[config.mk]
export PLATFORM = sky130hd
export DESIGN_NAME = pic_priority_resolver
export DESIGN_NICKNAME = d
export VERILOG_FILES = /design/src/rtl/pic_priority_resolver.sv
export SDC_FILE = /design/constraint.sdc
export NUM_CORES = 1
export LEC_CHECK = 0
export ABC_AREA = 1
export CAP_MARGIN = 10
export CORE_ASPECT_RATIO = 1.1
export CORE_UTILIZATION = 55
export DETAILED_ROUTE_END_ITERATION = 16
export GPL_ROUTABILITY_DRIVEN = 0
export HOLD_SLACK_MARGIN = 0.15
export MAX_ROUTING_LAYER = met4
export PLACE_DENSITY_LB_ADDON = 0.08
export SETUP_SLACK_MARGIN = 0.05
export SLEW_MARGIN = 20
export SYNTH_ARGS = -nofsm -noshare
export SYNTH_HDL_FRONTEND = slang
export SYNTH_SLANG_ARGS = --single-unit
[constraint.sdc]
create_clock -name clk -period 3.6 [get_ports clk]
set_input_delay 0.54 -clock clk [delete_from_list [all_inputs] [get_ports clk]]
set_output_delay 0.54 -clock clk [all_outputs]
set_load 0.01 [all_outputs]
[src/rtl/pic_priority_resolver.sv]
// Interrupt request / in-service engine: captures IR0-IR7, resolves rotating priority,
// runs the two-pulse INTA acknowledge and executes EOI / rotate commands.
module pic_priority_resolver #(
  parameter int unsigned NIR = 8
) (
  input  logic           clk,
  input  logic           rst_n,
  input  logic [NIR-1:0] ir,
  input  logic           ltim,
  input  logic           aeoi,
  input  logic [NIR-1:0] mask,
  input  logic           inta_n,
  input  logic           eoi_stb,
  input  logic           eoi_spec,
  input  logic           eoi_rot,
  input  logic [2:0]     eoi_lvl,
  input  logic           setpri_stb,
  input  logic           aeoi_rot,
  output logic           int_o,
  output logic [NIR-1:0] irr_o,
  output logic [NIR-1:0] isr_o,
  output logic [2:0]     vec_o,
  output logic           vec_vld
);

  typedef enum logic [1:0] {StIdle, StAck1, StAck2} state_e;

  state_e         state_q, state_d;
  logic [NIR-1:0] irr_q, irr_d;
  logic [NIR-1:0] isr_q, isr_d;
  logic [NIR-1:0] ir_prev_q;
  logic [2:0]     lp_q, lp_d;
  logic [2:0]     ack_lvl_q, ack_lvl_d;
  logic           spur_q, spur_d;
  logic           inta_s1_q, inta_s2_q;
  logic           int_q, int_d;
  logic [2:0]     vec_q, vec_d;
  logic           vec_vld_q, vec_vld_d;

  logic [NIR-1:0] req;
  logic [2:0]     lvl;
  logic           cand_found, isr_found;
  logic [2:0]     cand_lvl, cand_rank, isr_lvl, isr_rank;
  logic           valid;
  logic           inta_fall, inta_rise;
  logic [NIR-1:0] ack_set, aeoi_clr, eoi_clr;

  assign req       = irr_q & ~mask;
  assign inta_fall = inta_s2_q & ~inta_s1_q;
  assign inta_rise = ~inta_s2_q & inta_s1_q;

  // Scan levels from lp+1 upward; the first hit in each vector is its highest-priority bit.
  always_comb begin
    cand_found = 1'b0;
    cand_lvl   = '0;
    cand_rank  = '0;
    isr_found  = 1'b0;
    isr_lvl    = '0;
    isr_rank   = '0;
    lvl        = '0;
    for (int unsigned i = 0; i < NIR; i++) begin
      lvl = lp_q + 3'(i + 1);
      if (!cand_found && req[lvl]) begin
        cand_found = 1'b1;
        cand_lvl   = lvl;
        cand_rank  = 3'(i);
      end
      if (!isr_found && isr_q[lvl]) begin
        isr_found = 1'b1;
        isr_lvl   = lvl;
        isr_rank  = 3'(i);
      end
    end
    // Lower rank means higher priority; must strictly beat the highest in-service level.
    valid = cand_found && (!isr_found || (cand_rank < isr_rank));
  end

  // Acknowledge FSM, EOI/rotate commands and next-state of all registers.
  always_comb begin
    state_d   = state_q;
    ack_lvl_d = ack_lvl_q;
    spur_d    = spur_q;
    int_d     = (state_q == StIdle) ? valid : 1'b0;
    vec_d     = vec_q;
    vec_vld_d = 1'b0;
    lp_d      = lp_q;
    ack_set   = '0;
    aeoi_clr  = '0;
    eoi_clr   = '0;

    unique case (state_q)
      StIdle: begin
        if (inta_fall) begin
          if (valid) begin
            ack_lvl_d         = cand_lvl;
            spur_d            = 1'b0;
            ack_set[cand_lvl] = 1'b1;
            int_d             = 1'b0;
          end else begin
            ack_lvl_d = 3'd7;
            spur_d    = 1'b1;
          end
          state_d = StAck1;
        end
      end
      StAck1: begin
        if (inta_fall) begin
          vec_d     = ack_lvl_q;
          vec_vld_d = 1'b1;
          if (aeoi && !spur_q) begin
            aeoi_clr[ack_lvl_q] = 1'b1;
            if (aeoi_rot) lp_d = ack_lvl_q;
          end
          state_d = StAck2;
        end
      end
      StAck2: begin
        if (inta_rise) state_d = StIdle;
      end
      default: state_d = StIdle;
    endcase

    if (eoi_stb) begin
      if (eoi_spec) begin
        eoi_clr[eoi_lvl] = 1'b1;
        if (eoi_rot) lp_d = eoi_lvl;
      end else if (isr_found) begin
        eoi_clr[isr_lvl] = 1'b1;
        if (eoi_rot) lp_d = isr_lvl;
      end
    end
    // Explicit set-priority overrides any rotate in the same cycle.
    if (setpri_stb) lp_d = eoi_lvl;

    // A set of the same bit beats any clear.
    isr_d = (isr_q & ~eoi_clr & ~aeoi_clr) | ack_set;
    // The acknowledge clear also swallows a coincident new edge.
    if (ltim) irr_d = ir & ~ack_set;
    else      irr_d = ((irr_q | (ir & ~ir_prev_q)) & ir) & ~ack_set;
  end

  // State registers with synchronous active-low reset.
  always_ff @(posedge clk) begin
    if (!rst_n) begin
      state_q   <= StIdle;
      irr_q     <= '0;
      isr_q     <= '0;
      ir_prev_q <= '0;
      lp_q      <= 3'd7;
      ack_lvl_q <= '0;
      spur_q    <= 1'b0;
      inta_s1_q <= 1'b1;
      inta_s2_q <= 1'b1;
      int_q     <= 1'b0;
      vec_q     <= '0;
      vec_vld_q <= 1'b0;
    end else begin
      state_q   <= state_d;
      irr_q     <= irr_d;
      isr_q     <= isr_d;
      ir_prev_q <= ir;
      lp_q      <= lp_d;
      ack_lvl_q <= ack_lvl_d;
      spur_q    <= spur_d;
      inta_s1_q <= inta_n;
      inta_s2_q <= inta_s1_q;
      int_q     <= int_d;
      vec_q     <= vec_d;
      vec_vld_q <= vec_vld_d;
    end
  end

  assign int_o   = int_q;
  assign irr_o   = irr_q;
  assign isr_o   = isr_q;
  assign vec_o   = vec_q;
  assign vec_vld = vec_vld_q;

endmodule

[Yosys cells after proc, flatten, opt, wreduce, memory -nomap -nowiden]
Index checks and enable logic that the tools add are counted.
Word-level totals
  bits of input ports: 29
  bits in registers: 40
  word-level logic and storage cells: 218
  output and inout port bits: 21
Cells by class
  reductions and logical operators: 42
  equal/unequal tests: 5
  $add $sub $neg: 7
  bitwise gates (word level): 18
  mux-type cells: 117
  order comparisons: 17
Operator list (number)
  $mux W3: 39
  $mux W8: 10
  $and A8 B8 Y8: 7
  $bmux W1 S3: 16
  $lt A3 B4 Y1 const B: 12
  $mux W1: 44
  $not A8 Y8: 5
  $logic_and A1 B1 Y1: 20
  $logic_not A1 Y1: 16
  $or A8 B8 Y8: 2
  $add A3 B3 Y3 const B: 4
  $demux W1 S3: 4
  $ge A3 B1 Y1 const B: 4
  $add A3 B2 Y3 const B: 2
  $mux W2: 3
  $ne A2 B2 Y1 const B: 3
  $pmux W2 S3: 1
  $reduce_and A2 Y1: 3
  $add A3 B1 Y3 const B: 1
  $lt A3 B3 Y1: 1
  $reduce_and A3 Y1: 1
  $and A1 B1 Y1: 2
  $eq A2 B1 Y1 const B: 1
  $eq A2 B2 Y1 const B: 1
  other kinds (3): 4

[Logic depth before layout (Yosys ltp)]
Gate-level depths: netlist of run 1.
  depth in word-level cells: 36
  depth in mapped cells: 26
  mapped depth without buffers: 23

[Worst setup path before layout of run 1]
OpenSTA, ideal clock, no wires.
  kind: reg2reg
  start: register lp_q[1]
  end: register isr_q[0] (netlist: isr_o[0])
  path buffers: 3
  arrival time: 3.180 ns
  cell stages (with the launch flop): 25
  path slack: 0.355 ns
  setup time: 0.065 ns
  clock period less this slack: 3.245 ns
  required time: 3.535 ns
  cells stage by stage: dfxtp_1 -> buf_2 -> inv_2 -> buf_4 -> ha_1 -> inv_1 -> buf_2 -> nand3_1 -> nand3_1 -> nand2_1 -> nor2_2 -> nand4_2 -> nor2_2 -> nand3_2 -> inv_1 -> nor2_1 -> nand3b_1 -> ha_1 -> a21oi_1 -> nand2_1 -> nand2_2 -> nand4_2 -> nor2_1 -> nor2_1 -> nor2_1
On the way
  cells in the longest elaborated chain, start to end: 36
  elaborated cells on any way between the ends: 137
  classes of those cells: add/sub (7); order compare (5); mux (88); bitwise (4); reduce/logical (33)
RTL lines
  start, declared: RTL line 32  | logic [2:0] lp_q, lp_d;
  start signal, assigned: RTL line 162  | lp_q <= lp_d;
  $add A3 B1 Y3: RTL line 62  | lvl = lp_q + 3'(i + 1);
  $bmux W1 S3: RTL line 68  | if (!isr_found && isr_q[lvl]) begin
  $mux W1 (implied by the code): RTL line 68
  $mux W1: RTL line 68
  $logic_not A1 Y1: RTL line 68
  $logic_and A1 B1 Y1: RTL line 68
  $mux W1: RTL line 68
  $logic_not A1 Y1: RTL line 68
  (+19 left out)
  $mux W1 (implied by the code): RTL line 128  | eoi_clr[isr_lvl] = 1'b1;
  $demux W1 S3: RTL line 128
  $mux W8: RTL line 127  | end else if (isr_found) begin
  $mux W8: RTL line 124  | if (eoi_spec) begin
  $mux W8: RTL line 123  | if (eoi_stb) begin
  $not A8 Y8: RTL line 136  | isr_d = (isr_q & ~eoi_clr & ~aeoi_clr) | ack_set;
  $and A8 B8 Y8 (2 in series): RTL line 136
  $or A8 B8 Y8 (*): RTL line 136
  end signal, assigned: RTL line 160  | isr_q <= isr_d;
  end, declared: RTL line 30  | logic [NIR-1:0] isr_q, isr_d;
Mark *: on every way between the ends. The rest lies on a longest branch, timed or not. The select of a mux whose other input is x is not followed.
A chain may end at the register's enable or synchronous reset.

[Worst setup path after layout of run 1]
  start: register lp_q[1]
  end: register isr_q[2] (netlist: isr_o[2])
Same word-level chain as after synthesis.

==> run_results.csv, run 1 <==
group,metric,value,unit
timing,fin_worst_skew,0.00539,ns
cells_and_area,nNetsFinal,646,
job,drv_cap,0,
cells_and_area,fin_area,0.00405,mm^2
floorplan,core_region_area,0.00554,mm^2
floorplan,initial_core_util,58.4,%
synthesis,synthArstFlopShare,0,%
floorplan,die_w,75.1,um
setup_path,cp_data_arrival_time,3.54,ns
routing,drtIter0Drc,405,
routing,num_vias,3900,
synthesis,netlist_instances,558,
timing,setup_viol,0,
timing,worstMarginPinSlew,0.640,ns
power,p_int,939,uW
global_routing,grt_max_degree,23,
floorplan,io_pins,50,
timing,hold_viol,0,
routing,wl_per_cell,14.2,um
timing,finalSetupTns,0,ns
synthesis,synth_cell_types,36,
synthesis,synth_seq_cells,40,
placement,dpl_cell_area,0.00378,mm^2
cells_and_area,drive_above_1_share,9.95,%
timing,finalCritPeriodShare,92.3,%
global_routing,grt_use_total,31.4,%
setup_path,worstSetupPathType,"reg -> reg",
cts,htree_levels,2,
synthesis,synth_nets,591,
global_routing,grt_pass1_vias,3275,
synthesis,ys_seq_area_share,24.8,%
synthesis,synthTopCellsByCount,"nand2_1, nand3_1, inv_1",
cells_and_area,diodes,0,
timing,period_needed,3.32,ns
synthesis,yosys_warnings,0,
cts,clk_pin_slew,0.08,ns
timing,rsz0062_at_grt,"no",
setup_path,cp_max_fo,12,
cts,clkLatencyLatePin,0.29,ns
synthesis,synth_edf_count,0,
routing,wirelength,9760,um
timing,max_freq,0.301,GHz
cts,root_buffer,"clkbuf_8",
power,ir_drop,322,uV
global_routing,grt_pass1_wl,14500,um
power,switching_share,45.8,%
synthesis,ys.flop_type,"dfxtp_1",
routing,dr.pass1.iters,5,
min_path,hold_class,"reg -> reg",
floorplan,rows,28,
power,seqPwrFrac,29.1,%
synthesis,synth_area,0.00323,mm^2
setup_path,critPathLaunchType,"flop",
power,p_switching,793,uW
setup_path,required,3.82,ns
cts,cts_buffers,5,
cts,cts_tree,"built",
synthesis,yosysMostFrequentCell,"nand2_1",
run_status,status,"completed",
cells_and_area,areaGrowthSynthToFinish,25.1,%
global_routing,antenna_found_initial,0,
placement,portBuffers,49,
setup_path,crit_path_end_kind,"flop",
power,clkPwrFrac,16.3,%
synthesis,synth_top_area_share,24.8,%
floorplan,dieArea,0.00619,mm^2
cts,clockBufferDepth,2,
cells_and_area,fill_cells,479,
synthesis,synth_area_leaders,"dfxtp_1, nand2_1, nand3_1",
timing,max-slew-margin-rel,57.2,%
synthesis,synth_top_area_cell,"dfxtp_1",
synthesis,syn_area_per_cell,5.80,um^2
power,p_per_area,428,mW/mm^2
routing,vias_per_cell,5.67,
cells_and_area,fin_util,73.1,%
cts,numClockSinks,40,
timing,final_max_slew_viol_count,0,
global_routing,grt_remaining_overflow,0,
routing,drc,0,
placement,dp_hpwl,7400,um
floorplan,die_y,82.4,um
routing,drtAntennaViolNets,0,
power,p_comb_share,54.7,%
power,p_leak,0.00191,uW
per-layer routing:
metal  track usage, %  vias to the layer above  share of wire [%]
met5                -                        -                  0
met4             11.5                        0                2.2
met3             2.79                       22                7.0
met2             51.8                      170                 48
met1             39.8                     1762                 43
li1                 -                     1946                  -
cell families (layout without fill, tap and decap cells):
family	after synthesis	count (layout)	share of synthesized area, %
flip-flops	40	40	24.8
XOR/XNOR	3	3	1.04
AO/OA/AOI/OAI	78	78	13.1
adder cells (fa/ha/maj)	4	4	1.55
AND/OR/NAND/NOR	338	338	47.7
buffers and inverters	95	150	11.8
path summary, 6_finish.rpt:
path | start | endpoint | slack (ns) | cells past startpoint
worst max register to register | lp_q[1]$_SDFF_PN1_ | isr_o[2]$_SDFF_PN0_ | 0.28 | 19
worst min-delay path | inta_s1_q$_SDFF_PN1_ | inta_s2_q$_SDFF_PN1_ | 0.47 | 2
worst max-delay path | lp_q[1]$_SDFF_PN1_ | isr_o[2]$_SDFF_PN0_ | 0.28 | 19
worst min register to register | inta_s1_q$_SDFF_PN1_ | inta_s2_q$_SDFF_PN1_ | 0.47 | 2
stage by stage:
stage / setup WS (ns) / total power, uW / cells / hold WS [ns]
global route: 0.0301 / 1850 / 688 / 0.490
global placement: 0.132 / 1320 / 673 / 0.445
finish: 0.276 / 1730 / 688 / 0.468
CTS: 0.0746 / 1610 / 680 / 0.470
detailed placement: 0.0707 / 1330 / 673 / 0.450
floorplan: 0.355 / 1110 / 558 / 0.417
critical path, stage by stage, from the launching register on:
cell      delay [ns]
dfxtp_1         0.37
inv_2           0.07
ha_4            0.32
buf_6           0.18
nand3_1         0.13
nand3_1         0.13
nand2_1         0.12
nor2_4          0.18
nand4_2         0.14
nor2_1          0.23
nand3b_1        0.16
inv_1           0.06
ha_1            0.28
a21oi_1         0.15
nand2_1         0.08
nand2_2         0.13
nand4_4         0.17
nor2_2          0.20
nor2_1          0.06
nor2_1          0.08
registers in the layout, indices dropped and copies added (netlist names):
name,cells
irr_o,8
int_o,1
ir_prev_q,8
spur_q,1
inta_s1_q,1
vec_vld,1
ack_lvl_q,3
vec_o,3
inta_s2_q,1
lp_q,3
isr_o,8
state_q,2
area by class of cell:
cell class                      instances  area [um^2]  share of cell area [%]
Inverter                               79          300                    7.42
Clock buffer                            5         68.8                    1.70
Clock inverter                          2         12.5                   0.309
Tap cell                               75         93.8                    2.32
Sequential cell                        40          802                    19.8
Timing Repair Buffer                   63          616                    15.2
Timing Repair inverter                  1         7.51                   0.186
Multi-Input combinational cell        423         2140                    53.0
placed cells by master (no fill, tap or decap), drive strengths merged, types with 2 or more instances in the layout:
master,count
clkbuf,5
nand4,9
o211ai,7
clkinv,2
a21oi,34
nand3b,4
nand2,144
o22ai,2
nor2,63
a31oi,3
buf,14
o21ai,28
dfxtp,40
o21bai,2
inv,77
nor3b,8
ha,4
nand3,96
clkdlybuf4s50,49
nor3,13
clkinvlp,3
xnor2,2
repair_timing:
item	in CTS	in global routing
hold endpoints to repair	0	0
hold buffers	0	0
buffers inserted	0	7
gates resized for setup	0	29
setup endpoints to repair	0	21
power by group through the flow:
stage	Combinational, uW	Sequential [uW]	Clock (uW)
after floorplan	596	513	0
after global placement	808	510	0
after detailed placement	822	512	0
after CTS	830	502	283
after global routing	1040	507	304
final	948	503	282
Power figures use the tool's default switching activity.
==> run 2: changes to the inputs <==
--- a/config.mk
+++ b/config.mk
@@ -13,7 +13,7 @@
 export GPL_ROUTABILITY_DRIVEN = 0
 export HOLD_SLACK_MARGIN = 0.15
 export MAX_ROUTING_LAYER = met4
-export PLACE_DENSITY_LB_ADDON = 0.08
+export PLACE_DENSITY = 0.9
 export SETUP_SLACK_MARGIN = 0.05
 export SLEW_MARGIN = 20
 export SYNTH_ARGS = -nofsm -noshare
==> run_results.csv, run 2 (same netlist as run 1, synthesis figures left out) <==
group,metric,value,unit
setup_path,r2r-end,"isr_o[6]$_SDFF_PN0_",
cts,clkLatencyLatePin,0.30,ns
setup_path,r2r-start,"lp_q[2]$_SDFF_PN1_",
min_path,hold_end,"inta_s2_q$_SDFF_PN1_",
cts,ctsHoldBuffers,0,
routing,wl_per_cell,15.5,um
power,clkPwrFrac,22.2,%
setup_path,critPathLaunchType,"flop",
cells_and_area,final_common_cell,"nand2_1",
job,drv_cap,0,
min_path,holdPathStages,2,
cts,numClockSinks,40,
routing,drtAntennaViolNets,0,
setup_path,crit_path_end_kind,"flop",
cells_and_area,diodes,0,
cts,clockBufferDepth,2,
placement,dp_hpwl,7500,um
timing,period_needed,3.38,ns
timing,max_freq,0.296,GHz
timing,final_max_slew_viol_count,0,
global_routing,grt_use_total,34.2,%
cells_and_area,nNetsFinal,650,
global_routing,grt_pass1_vias,3463,
floorplan,initial_core_util,58.4,%
cts,cts_buffers,5,
setup_path,slowest_stage,"dfxtp_1",
timing,finalCritPeriodShare,93.8,%
routing,drtIter0Drc,489,
timing,timing.hold.ws,0.481,ns
setup_path,reg2regPathDepth,18,
cells_and_area,final_cell_mix,"nand2_1, nand3_1, inv_1, nor2_1, clkdlybuf4s50_1",
global_routing,antenna_found_initial,0,
cts,htree_levels,2,
floorplan,io_pins,50,
routing,vias_per_cell,5.92,
setup_path,worstSetupPathType,"reg -> reg",
routing,num_vias,4095,
min_path,hold_class,"reg -> reg",
setup_path,cp_max_fo,11,
timing,fin_worst_skew,0.00629,ns
routing,wirelength,10700,um
floorplan,die_y,82.4,um
min_path,min_from,"inta_s1_q$_SDFF_PN1_",
setup_path,required,3.82,ns
timing,setup_viol,0,
global_routing,grt_pass1_wl,15600,um
timing,hold_viol,0,
cts,clk_pin_slew,0.08,ns
timing,finalSetupTns,0,ns
timing,max-slew-margin-rel,57.2,%
run_status,status,"completed",
power,p_comb_share,51.3,%
power,p_int,1090,uW
power,p_per_area,464,mW/mm^2
floorplan,core_region_area,0.00554,mm^2
power,ir_drop,399,uV
cts,cts_tree,"built",
global_routing,grt_max_degree,23,
timing,rsz0062_at_grt,"no",
timing,worstMarginPinSlew,0.639,ns
cells_and_area,fin_util,74.7,%
routing,drc,0,
power,switching_share,43.2,%
global_routing,grt_remaining_overflow,0,
placement,portBuffers,49,
routing,dr.pass1.iters,6,
floorplan,die_w,75.1,um
setup_path,reg2reg_slack,0.22,ns
timing,setup_ws,0.222,ns
power,seqPwrFrac,26.6,%
cells_and_area,areaGrowthSynthToFinish,27.9,%
setup_path,worstPathCellList,"xor2_1, nand3_1, nand2_1, nor2_4, nand4_4, nor2_4, nand3_2, inv_1, nor2_1, nand3b_1, ha_1, a21oi_1, nand2_1, nand2_4, nand4_4, nor2_4, nor2_1, nor2_1",
setup_path,cp_data_arrival_time,3.60,ns
power,p_leak,0.00196,uW
setup_path,slowest_delay,0.64,ns
cells_and_area,fill_cells,451,
cts,root_buffer,"clkbuf_8",
floorplan,dieArea,0.00619,mm^2
power,p_switching,830,uW
floorplan,rows,28,
placement,pre_cts_slack,0.0550,ns
cells_and_area,drive_above_1_share,10.7,%
run 2: changes by cell type in the layout (fill, tap and decap cells not counted), moves of 2 or more:
cell,before,now
bufinv_16,0,2
o21ai_1,6,9
buf_4,11,15
o21ai_0,22,19
run 2: per-layer routing:
metal / GRT usage (%) / share of wire [%] / up-vias
met4: 17.5 / 3.9 / 0
met5: - / 0 / -
met1: 41.3 / 38 / 1793
li1: - / - / 1947
met3: 5.95 / 9.9 / 53
met2: 54.4 / 48 / 302
run 2: worst max-delay path by stage:
| stage | startpoint | end | cells after the start |
|---|---|---|---|
| after floorplan | lp_q[1]$_SDFF_PN1_ | isr_o[0]$_SDFF_PN0_ | 24 |
| after global placement | lp_q[0]$_SDFF_PN1_ | isr_o[6]$_SDFF_PN0_ | 20 |
| after global routing | lp_q[1]$_SDFF_PN1_ | isr_o[6]$_SDFF_PN0_ | 20 |
| after detailed placement | mask[0] | isr_o[7]$_SDFF_PN0_ | 21 |
| after CTS | lp_q[0]$_SDFF_PN1_ | isr_o[6]$_SDFF_PN0_ | 22 |
| final | lp_q[2]$_SDFF_PN1_ | isr_o[6]$_SDFF_PN0_ | 18 |
run 2: layout make-up:
class / count / area, um^2 / share of cell area (%)
inverters: 79 / 300 / 7.26
flip-flops and latches: 40 / 802 / 19.4
clock buffers: 5 / 68.8 / 1.66
repair buffers: 67 / 646 / 15.6
multi-input cells: 423 / 2160 / 52.2
repair inverters: 1 / 7.51 / 0.181
clock inverters: 2 / 60.1 / 1.45
well taps: 75 / 93.8 / 2.27
run 2: power groups by stage:
| stage | Clock, uW | Sequential, uW | Combinational [uW] |
|---|---|---|---|
| 3_3_place_gp | 0 | 516 | 798 |
| 3_5_place_dp | 0 | 516 | 816 |
| 6_report | 426 | 510 | 985 |
| 4_1_cts | 424 | 507 | 834 |
| 2_1_floorplan | 0 | 513 | 596 |
| 5_1_grt | 443 | 512 | 1060 |
run 2: critical path: cells and delay by family, from the launching register on:
family,cells,cell delay (ns)
AO/OA/AOI/OAI,1,0.16
adder cells (fa/ha/maj),1,0.33
XOR/XNOR,1,0.47
flip-flops,1,0.64
AND/OR/NAND/NOR,14,1.64
buffers and inverters,1,0.05
run 2: metrics by stage:
stage | power (uW) | area, um^2 | cells
2_1_floorplan | 1110 | 3230 | 558
3_3_place_gp | 1310 | 3780 | 673
3_5_place_dp | 1330 | 3780 | 673
4_1_cts | 1770 | 3920 | 680
5_1_grt | 2020 | 4140 | 692
6_report | 1920 | 4140 | 692
run 2: timing repair:
action / 4_1_cts / 5_1_grt
pin swaps: 0 / 3
cloned: 0 / 1
endpoints found under the setup margin: 2 / 21
gates resized for setup: 1 / 34
setup buffers: 0 / 11
==> run 3: changes to the inputs <==
--- a/config.mk
+++ b/config.mk
@@ -8,12 +8,11 @@
 export ABC_AREA = 1
 export CAP_MARGIN = 10
 export CORE_ASPECT_RATIO = 1.1
-export CORE_UTILIZATION = 55
+export CORE_UTILIZATION = 59
 export DETAILED_ROUTE_END_ITERATION = 16
 export GPL_ROUTABILITY_DRIVEN = 0
-export HOLD_SLACK_MARGIN = 0.15
 export MAX_ROUTING_LAYER = met4
-export PLACE_DENSITY = 0.9
+export PLACE_DENSITY = 0.95
 export SETUP_SLACK_MARGIN = 0.05
 export SLEW_MARGIN = 20
 export SYNTH_ARGS = -nofsm -noshare
==> constraint.sdc (replaced) <==
create_clock -name clk -period 4 [get_ports clk]
set_input_delay 0.8 -clock clk [delete_from_list [all_inputs] [get_ports clk]]
set_output_delay 0.8 -clock clk [all_outputs]
set_load 0.01 [all_outputs]
==> run_results.csv, run 3 (same netlist as run 1, synthesis figures left out) <==
group,metric,value,unit
timing,final_max_slew_viol_count,0,
placement,dp_hpwl,7290,um
power,p_switching,690,uW
floorplan,core_region_area,0.00513,mm^2
cts,root_buffer,"clkbuf_8",
power,ir_drop,320,uV
setup_path,cp_data_arrival_time,3.88,ns
global_routing,grt_remaining_overflow,0,
floorplan,initial_core_util,63.0,%
routing,vias_per_cell,5.96,
power,p_leak,0.00189,uW
setup_path,cp_max_fo,14,
power,clkPwrFrac,21.7,%
cells_and_area,fin_util,76.0,%
routing,num_vias,4039,
setup_path,r2r-end,"isr_o[0]$_SDFF_PN0_",
power,total_power,1570,uW
placement,portBuffers,49,
min_path,holdPathStages,2,
timing,max_freq,0.273,GHz
setup_path,critPathLaunchType,"flop",
setup_path,cp_common_cell,"nor2_1",
setup_path,r2r-start,"lp_q[1]$_SDFF_PN1_",
cts,clkLatencyLatePin,0.30,ns
timing,finalSetupTns,0,ns
floorplan,die_y,79.7,um
timing,setup_viol,0,
cts,cts_tree,"built",
cts,post_cts_buffers,0,
routing,drtAntennaViolNets,0,
global_routing,grt_pass1_wl,15700,um
placement,placed_cells,670,
cells_and_area,areaGrowthSynthToFinish,20.6,%
timing,finalCritPeriodShare,91.5,%
power,p_per_area,403,mW/mm^2
job,drv_cap,0,
setup_path,crit_path_end_kind,"flop",
cells_and_area,diodes,0,
run_status,status,"completed",
setup_path,reg2regPathDepth,21,
cells_and_area,layoutNonFillerInstCount,678,
power,p_int,880,uW
min_path,hold_end,"vec_o[0]$_SDFFE_PN0P_",
global_routing,grt_pass1_vias,3490,
routing,wl_per_cell,14.6,um
power,seqPwrFrac,29.1,%
cells_and_area,final_common_cell,"nand2_1",
cts,numClockSinks,40,
routing,drtIter0Drc,549,
setup_path,reg2reg_slack,0.34,ns
cts,clk_pin_slew,0.08,ns
cells_and_area,final_cell_mix,"nand2_1, nand3_1, inv_1, nor2_1, clkdlybuf4s50_1",
routing,drc,0,
timing,hold_viol,0,
cts,ctsHoldBuffers,0,
floorplan,die_w,72.6,um
timing,worstMarginPinSlew,0.550,ns
power,p_comb_share,49.2,%
timing,period_needed,3.66,ns
floorplan,rows,27,
floorplan,io_pins,50,
setup_path,worstSetupPathType,"reg -> reg",
power,switching_share,43.9,%
timing,max-slew-margin-rel,63.1,%
global_routing,grt_max_degree,23,
min_path,hold_class,"reg -> reg",
timing,fin_worst_skew,0.00345,ns
routing,wirelength,9880,um
setup_path,slowest_stage,"dfxtp_1",
cells_and_area,nNetsFinal,638,
setup_path,required,4.23,ns
routing,dr.pass1.iters,5,
global_routing,antenna_found_initial,0,
cts,cts_buffers,5,
cts,htree_levels,2,
min_path,min_from,"vec_o[0]$_SDFFE_PN0P_",
setup_path,slowest_delay,0.34,ns
setup_path,worstPathCellList,"inv_2, ha_1, clkinvlp_4, nand3_1, nand3_1, nand2_1, nor2_2, nand4_2, nor2_2, nand3_2, inv_1, nor2_1, nand3b_1, ha_1, a21oi_1, nand2_1, nand2_2, nand4_2, nor2_1, nor2_1, nor2_1",
cts,clockBufferDepth,2,
cells_and_area,drive_above_1_share,6.60,%
floorplan,dieArea,0.00578,mm^2
timing,rsz0062_at_grt,"no",
global_routing,grt_use_total,35.7,%
run 3: changes by cell type in the layout (fill, tap and decap cells not counted), moves of 2 or more:
| cell | before | now |
|---|---|---|
| nor2_1 | 49 | 58 |
| buf_4 | 15 | 7 |
| nor2_4 | 7 | 2 |
| nor2_2 | 7 | 3 |
| nand4_2 | 1 | 4 |
| nand4_4 | 3 | 0 |
| o21ai_0 | 19 | 22 |
| o21ai_1 | 9 | 6 |
| buf_6 | 2 | 0 |
| nand2_1 | 140 | 142 |
run 3: cell type report:
type                    count  area [um^2]
fillers                   415         1230
clock buffers               5         68.8
flip-flops and latches     40          801
multi-input cells         423         2050
clock inverters             3         46.3
inverters                  79          300
well taps                  72         90.1
repair buffers             56          543
run 3: worst max path at each step:
| stage | start | to | slack [ns] | cells after the start |
|---|---|---|---|---|
| finish | lp_q[1]$_SDFF_PN1_ | isr_o[0]$_SDFF_PN0_ | 0.34 | 21 |
| global route | lp_q[1]$_SDFF_PN1_ | isr_o[0]$_SDFF_PN0_ | 0.1 | 22 |
| CTS | lp_q[1]$_SDFF_PN1_ | isr_o[2]$_SDFF_PN0_ | 0.31 | 20 |
| detailed placement | mask[1] | isr_o[2]$_SDFF_PN0_ | 0.25 | 21 |
| global placement | mask[4] | isr_o[7]$_SDFF_PN0_ | 0.37 | 21 |
| floorplan | lp_q[1]$_SDFF_PN1_ | isr_o[0]$_SDFF_PN0_ | 0.75 | 24 |
run 3: through the flow:
| stage | hold WS [ns] | setup slack [ns] | area (um^2) |
|---|---|---|---|
| after floorplan | 0.417 | 0.755 | 3230 |
| after global placement | 0.447 | 0.371 | 3780 |
| after detailed placement | 0.481 | 0.250 | 3780 |
| after CTS | 0.502 | 0.312 | 3900 |
| after global routing | 0.528 | 0.0954 | 3900 |
| final | 0.500 | 0.342 | 3900 |
run 3: repair_timing:
action / CTS / global route
endpoints found under the hold margin: 0 / 0
setup endpoints to repair: 0 / 5
gates resized for setup: 0 / 1
run 3: critical path: cells and delay by family, from the launching register on:
family          cells  cell delay (ns)
simple gates       15             1.95
fa+ha+maj           2             0.57
compound gates      1             0.17
buf+inv             3             0.54
flops               1             0.34
run 3: routing by layer:
layer  vias up  routed length, um  GRT usage (%)
met1      1801               3850           43.9
met3        61                894           4.92
li1       1927                  -              -
met2       250               4690           57.7
met5         -                  0              -
met4         0                444           16.5
run 3: power groups by stage:
stage | Combinational [uW] | Clock (uW) | Sequential, uW
floorplan | 536 | 0 | 461
finish | 772 | 341 | 457
CTS | 746 | 340 | 456
global placement | 715 | 0 | 463
global route | 853 | 359 | 460
detailed placement | 733 | 0 | 464
